==> config.mk <==
export PLATFORM = sky130hd
export DESIGN_NAME = inst_fetch_ctrl
export DESIGN_NICKNAME = d
export VERILOG_FILES = /design/src/rtl/inst_fetch_ctrl_pkg.sv /design/src/rtl/fetch_pair_pack.sv /design/src/rtl/inst_fetch_ctrl.sv
export SDC_FILE = /design/constraint.sdc
export NUM_CORES = 1
export LEC_CHECK = 0
export ABC_AREA = 1
export BUFFER_PORTS_ARGS = -buffer_cell sky130_fd_sc_hd__buf_2
export CORE_AREA = 2 2 110 112
export DETAILED_ROUTE_END_ITERATION = 7
export DIE_AREA = 0 0 112 114
export PLACE_DENSITY = 0.82
export SKIP_CTS_REPAIR_TIMING = 1
export SYNTH_ARGS = -nofsm -noshare
export SYNTH_HDL_FRONTEND = slang
export SYNTH_HIERARCHICAL = 1
export SYNTH_SLANG_ARGS = --single-unit
==> constraint.sdc <==
create_clock -name clk -period 4.53 [get_ports clk]
set_clock_uncertainty 0.15 [all_clocks]
set_input_delay 0.906 -clock clk [delete_from_list [all_inputs] [get_ports clk]]
set_output_delay 0.906 -clock clk [all_outputs]
set_load 0.005 [all_outputs]
==> src/rtl/inst_fetch_ctrl_pkg.sv <==
// Shared types and constants for the instruction fetch controller.
// Contents: the fetch state enum, the reset PC constant and the FIFO write-line struct.
// Imported by inst_fetch_ctrl and fetch_pair_pack.
package inst_fetch_ctrl_pkg;

    localparam logic [31:0] RESET_PC_DEFAULT = 32'hBFC0_0000;

    typedef enum logic [1:0] {
        ST_IDLE = 2'd0,
        ST_REQ  = 2'd1,
        ST_WAIT = 2'd2,
        ST_HALT = 2'd3
    } fetch_state_e;

    // One FIFO write line. Every field is zero whenever en is low.
    typedef struct packed {
        logic        en;
        logic [31:0] addr;
        logic [31:0] data;
        logic        tlb_refill;
        logic        tlb_invalid;
    } fifo_entry_t;

endpackage

==> src/rtl/fetch_pair_pack.sv <==
// Splits one I-cache response into the two FIFO write lines (purely combinational).
// Ports: wr_vld qualifies the write; req_pc, rdata1/2 and the TLB flags come from the response;
//        line1/line2 are the packed slot 1 / slot 2 write lines.
module fetch_pair_pack
    import inst_fetch_ctrl_pkg::*;
(
    input  logic        wr_vld,
    input  logic [31:0] req_pc,
    input  logic [31:0] rdata1,
    input  logic [31:0] rdata2,
    input  logic        tlb_refill,
    input  logic        tlb_invalid,
    output fifo_entry_t line1,
    output fifo_entry_t line2
);

    logic tlb_fault;
    logic odd_half;

    assign tlb_fault = tlb_refill | tlb_invalid;
    // The pair is fetched 8-aligned; an odd-word PC only wants the upper instruction.
    assign odd_half  = req_pc[2];

    always_comb begin
        line1 = '0;
        line2 = '0;
        if (wr_vld) begin
            line1.en          = 1'b1;
            line1.addr        = req_pc;
            line1.data        = odd_half ? rdata2 : rdata1;
            line1.tlb_refill  = tlb_refill;
            line1.tlb_invalid = tlb_invalid;
            // A faulting fetch delivers only the faulting slot; the second slot is never written.
            if (!odd_half && !tlb_fault) begin
                line2.en   = 1'b1;
                line2.addr = req_pc + 32'd4;
                line2.data = rdata2;
            end
        end
    end

endmodule

==> src/rtl/inst_fetch_ctrl.sv <==
// Dual-issue fetch controller: owns the fetch PC, issues one I-cache pair request at a time
// and turns each response into a FIFO write pair; redirects reset the FIFO and discard in-flight data.
// Ports: clk/rst (sync, active-high), redirect/redirect_pc, fifo_full, I-cache req/resp, fifo_rst, write_* slots.
module inst_fetch_ctrl
    import inst_fetch_ctrl_pkg::*;
#(
    parameter logic [31:0] RESET_PC = RESET_PC_DEFAULT
) (
    input  logic        clk,
    input  logic        rst,
    input  logic        redirect,
    input  logic [31:0] redirect_pc,
    input  logic        fifo_full,
    output logic        inst_req,
    output logic [31:0] inst_addr,
    input  logic        inst_addr_ok,
    input  logic        inst_data_ok,
    input  logic [31:0] inst_rdata1,
    input  logic [31:0] inst_rdata2,
    input  logic        inst_tlb_refill,
    input  logic        inst_tlb_invalid,
    output logic        fifo_rst,
    output logic        write_en1,
    output logic        write_en2,
    output logic [31:0] write_address1,
    output logic [31:0] write_address2,
    output logic [31:0] write_data1,
    output logic [31:0] write_data2,
    output logic        write_tlb_refill1,
    output logic        write_tlb_refill2,
    output logic        write_tlb_invalid1,
    output logic        write_tlb_invalid2
);

    fetch_state_e state_q, state_d;
    logic [31:0]  pc_q, pc_d;
    logic [31:0]  req_pc_q, req_pc_d;
    logic         discard_q, discard_d;

    logic         wr_vld;
    logic         tlb_fault;
    fifo_entry_t  line1, line2;

    assign tlb_fault = inst_tlb_refill | inst_tlb_invalid;

    // State register
    always_ff @(posedge clk) begin
        if (rst) begin
            state_q   <= ST_IDLE;
            pc_q      <= RESET_PC;
            req_pc_q  <= RESET_PC;
            discard_q <= 1'b0;
        end else begin
            state_q   <= state_d;
            pc_q      <= pc_d;
            req_pc_q  <= req_pc_d;
            discard_q <= discard_d;
        end
    end

    // Next-state and datapath update
    always_comb begin
        state_d   = state_q;
        pc_d      = pc_q;
        req_pc_d  = req_pc_q;
        discard_d = discard_q;

        if (redirect) begin
            // Redirect overrides everything; only an accepted-but-unreturned request
            // needs to be tracked so its response can be swallowed.
            pc_d = redirect_pc;
            case (state_q)
                ST_REQ: begin
                    if (inst_addr_ok) begin
                        state_d   = ST_WAIT;
                        discard_d = 1'b1;
                    end else begin
                        state_d = ST_IDLE;
                    end
                end
                ST_WAIT: begin
                    if (inst_data_ok) begin
                        state_d   = ST_IDLE;
                        discard_d = 1'b0;
                    end else begin
                        state_d   = ST_WAIT;
                        discard_d = 1'b1;
                    end
                end
                default: state_d = ST_IDLE;
            endcase
        end else begin
            case (state_q)
                ST_IDLE: begin
                    // Room is checked only here: with one request outstanding the
                    // response always fits.
                    if (!fifo_full) state_d = ST_REQ;
                end
                ST_REQ: begin
                    if (inst_addr_ok) begin
                        req_pc_d = pc_q;
                        state_d  = ST_WAIT;
                    end
                end
                ST_WAIT: begin
                    if (inst_data_ok) begin
                        if (discard_q) begin
                            // Stale response from before a redirect; pc already holds the target.
                            discard_d = 1'b0;
                            state_d   = ST_IDLE;
                        end else if (tlb_fault) begin
                            state_d = ST_HALT;
                        end else begin
                            // Odd-word start consumed one instruction; re-align to the next pair.
                            pc_d    = req_pc_q + (req_pc_q[2] ? 32'd4 : 32'd8);
                            state_d = ST_IDLE;
                        end
                    end
                end
                default: state_d = ST_HALT;
            endcase
        end
    end

    // Outputs
    always_comb begin
        inst_req  = (state_q == ST_REQ);
        inst_addr = {pc_q[31:3], 3'b000};
        fifo_rst  = redirect;
        wr_vld    = (state_q == ST_WAIT) && inst_data_ok && !discard_q && !redirect;
    end

    fetch_pair_pack u_pack (
        .wr_vld      (wr_vld),
        .req_pc      (req_pc_q),
        .rdata1      (inst_rdata1),
        .rdata2      (inst_rdata2),
        .tlb_refill  (inst_tlb_refill),
        .tlb_invalid (inst_tlb_invalid),
        .line1       (line1),
        .line2       (line2)
    );

    assign write_en1          = line1.en;
    assign write_address1     = line1.addr;
    assign write_data1        = line1.data;
    assign write_tlb_refill1  = line1.tlb_refill;
    assign write_tlb_invalid1 = line1.tlb_invalid;
    assign write_en2          = line2.en;
    assign write_address2     = line2.addr;
    assign write_data2        = line2.data;
    assign write_tlb_refill2  = line2.tlb_refill;
    assign write_tlb_invalid2 = line2.tlb_invalid;

endmodule

==> flow_summary_export.csv <==
group,metric,value,unit
status,status,"completed",
global_route,grt_pass1_vias,6210,
routing,drt_pass1_iterations,5,
sta,hold_violations,0,
floorplan,die_area,12800,um^2
sta,finalSetupTns,0,ns
sta,hold_slack,0.320,ns
cts,insertion_delay,0.33,ns
synthesis,yosysUniqueCellTypes,37,
layout,area_delta_synth_final,24.8,%
floorplan,die_width,112,um
cts,cts_num_sinks,67,
worst_setup_path,worstPathRequired,3.47,ns
run,maxCapViolations,0,
power_and_ir_drop,swShare,0.288,
cts,cts.clk_slew.worst_paths,0.05,ns
routing,vias,7133,
power_and_ir_drop,pwr-share-comb,0.163,
routing,ant_nets,0,
sta,tightest_slew,0.956,ns
global_route,antenna_found_initial,0,
sta,drv_slew,0,
place,place_congestion,0.971,
synthesis,syn_inst,1013,
cts,cts_root_buffer,"clkbuf_16",
power_and_ir_drop,p_leak,0.00401,uW
place,dp.cells,1361,
worst_hold_path,hold_path_class,"reg2reg",
cts,cts_tree,"done",
synthesis,yosys_warnings,6,
sta,grt_setup_unrepaired,"no",
synthesis,ys_async_sr_fraction,0,
synthesis,synth_area,5680,um^2
power_and_ir_drop,clkPwrFrac,0.411,
power_and_ir_drop,p_switching,446,uW
synthesis,yosys.area.top_type_share,0.236,
synthesis,synth_edf_count,0,
floorplan,core_area,11700,um^2
power_and_ir_drop,p_seq_frac,0.427,
sta,period_minus_slack,3.68,ns
worst_setup_path,arrival,2.62,ns
place,dp_hpwl,16.2,mm
layout,nets,1336,
synthesis,synth_seq_cells,67,
sta,max_freq,272,MHz
global_route,gr-total-overflow,0,
worst_setup_path,worstRegToRegCells,8,
floorplan,num_io_pins,272,
cts,clockBufferDepth,2,
synthesis,synth_top_cell_by_area,"dfxtp_1",
power_and_ir_drop,vdd_drop_max,0.200,mV
cts,cts.htree.levels,3,
routing,drc,0,
layout,diodes,0,
power_and_ir_drop,power.density,218,nW/um^2
floorplan,die_h,114,um
synthesis,synth_most_common_cell,"nand2_1",
synthesis,yosysSeqAreaShare,0.236,
worst_hold_path,hold_depth,2,
worst_setup_path,start_kind,"input pin",
routing,wl_per_cell,15.1,um
synthesis,synth_area_leaders,"dfxtp_1 (24%), nand2_1 (17%), nor2_1 (10%), inv_1 (9.8%), o21ai_0 (6.9%)",
floorplan,fp-row-count,40,
worst_setup_path,cp_max_fo,66,
routing,drt-total-wl,20.8,mm
sta,finalCritPeriodShare,0.812,
worst_setup_path,crit_type,"in2out",
synthesis,synth.avg_cell_area,5.61,um^2
global_route,grt_max_degree,67,
worst_setup_path,worstSetupEndpointType,"output port",
place,port_buffers,266,
sta,finalSetupViolCount,0,
sta,slew_headroom,0.362,
synthesis,synthTopCellsByCount,"nand2_1 (260), nor2_1 (155), inv_1 (148), o21ai_0 (78), nand3_1 (72)",
layout,drive_above_1_share,0.272,
routing,viasPerCell,5.18,
place,place_area,6820,um^2
cts,cts_buffers,9,
power_and_ir_drop,p_int,1100,uW
routing,drt_iter0_markers,706,
layout,nFillCells,1236,
synthesis,ys.flop_type,"dfxtp_1",
global_route,grt_use_total,0.315,
layout,layout.cells.non_filler,1376,
floorplan,initial_core_util,0.485,
layout,design_area,7090,um^2
global_route,grt_pass1_wl,32.3,mm
[cells in the final DEF, fill, tap and decap left out, types with 7 or more instances in the layout]
master / instances
a21oi_1: 58
nand3_1: 71
nand2_2: 12
a31oi_1: 8
clkbuf_16: 9
ha_1: 7
inv_1: 148
nor2_1: 155
dfxtp_1: 67
o21ai_0: 78
nor2_2: 11
nor2_4: 9
nand2_1: 260
nand4_1: 9
o211ai_1: 7
buf_2: 266
buf_4: 9
[power by group through the flow]
| stage | registers [uW] | clock network [uW] | logic (uW) |
|---|---|---|---|
| 2_1_floorplan | 657 | 0 | 164 |
| 3_3_place_gp | 670 | 0 | 243 |
| 3_5_place_dp | 671 | 0 | 247 |
| 4_1_cts | 659 | 642 | 250 |
| 5_1_grt | 664 | 665 | 282 |
| 6_report | 660 | 635 | 252 |
[metrics by stage]
step	utilization	setup slack (ns)	total power, uW
global placement	0.583	0.924	913
detailed placement	0.583	0.856	918
CTS	0.606	0.846	1550
floorplan	-	1.36	821
global route	0.606	0.691	1610
finish	0.606	0.851	1550
[cell families (layout without fill, tap and decap cells)]
logic type,count (synthesis),in the layout,synth area share
AND/OR/NAND/NOR,546,546,0.413
AO/OA/AOI/OAI,159,159,0.148
adder cells (fa/ha/maj),7,7,0.0154
buffers and inverters,230,443,0.183
flip-flops,67,67,0.236
XOR/XNOR,2,2,0.00308
other,2,5,0.00132
[state kept, by name, summed over array words and instances (netlist names)]
signal / count
state_q: 2
req_pc_q: 32
pc_q: 32
discard_q: 1
[worst max-delay path: stages]
cell     delay (ns)
buf_2          0.10
nand2_1        0.12
nor3_2         0.23
buf_4          0.57
nand3_1        0.13
o21ai_0        0.30
buf_2          0.23
[path summary, 6_finish.rpt]
check	start	endpoint	slack, ns
setup / recovery	inst_data_ok	write_data1[30]	0.85
hold reg to reg	pc_q[2]	pc_q[2]	0.32
hold / removal	pc_q[2]	pc_q[2]	0.32
setup reg to reg	state_q[1]	req_pc_q[2]	2.11
[routing by layer]
layer,routed length [um],track usage,up-vias,share of wire
met4,297,0.0854,0,0.014
met3,2030,0.0600,27,0.098
li1,-,-,3543,-
met5,0,0,-,0
met1,9210,0.450,3215,0.44
met2,9270,0.491,348,0.45
[area by class of cell]
type                       count  area, um^2  share of cell area
multi-input combinational    719        3320               0.469
timing repair buffer         275        1400               0.197
sequential                    67        1340               0.189
inverter                     153         574              0.0810
clock buffer                  10         239              0.0337
tap                          147         184              0.0259
clock inverter                 5        30.0             0.00423
Power figures use the tool's default switching activity.
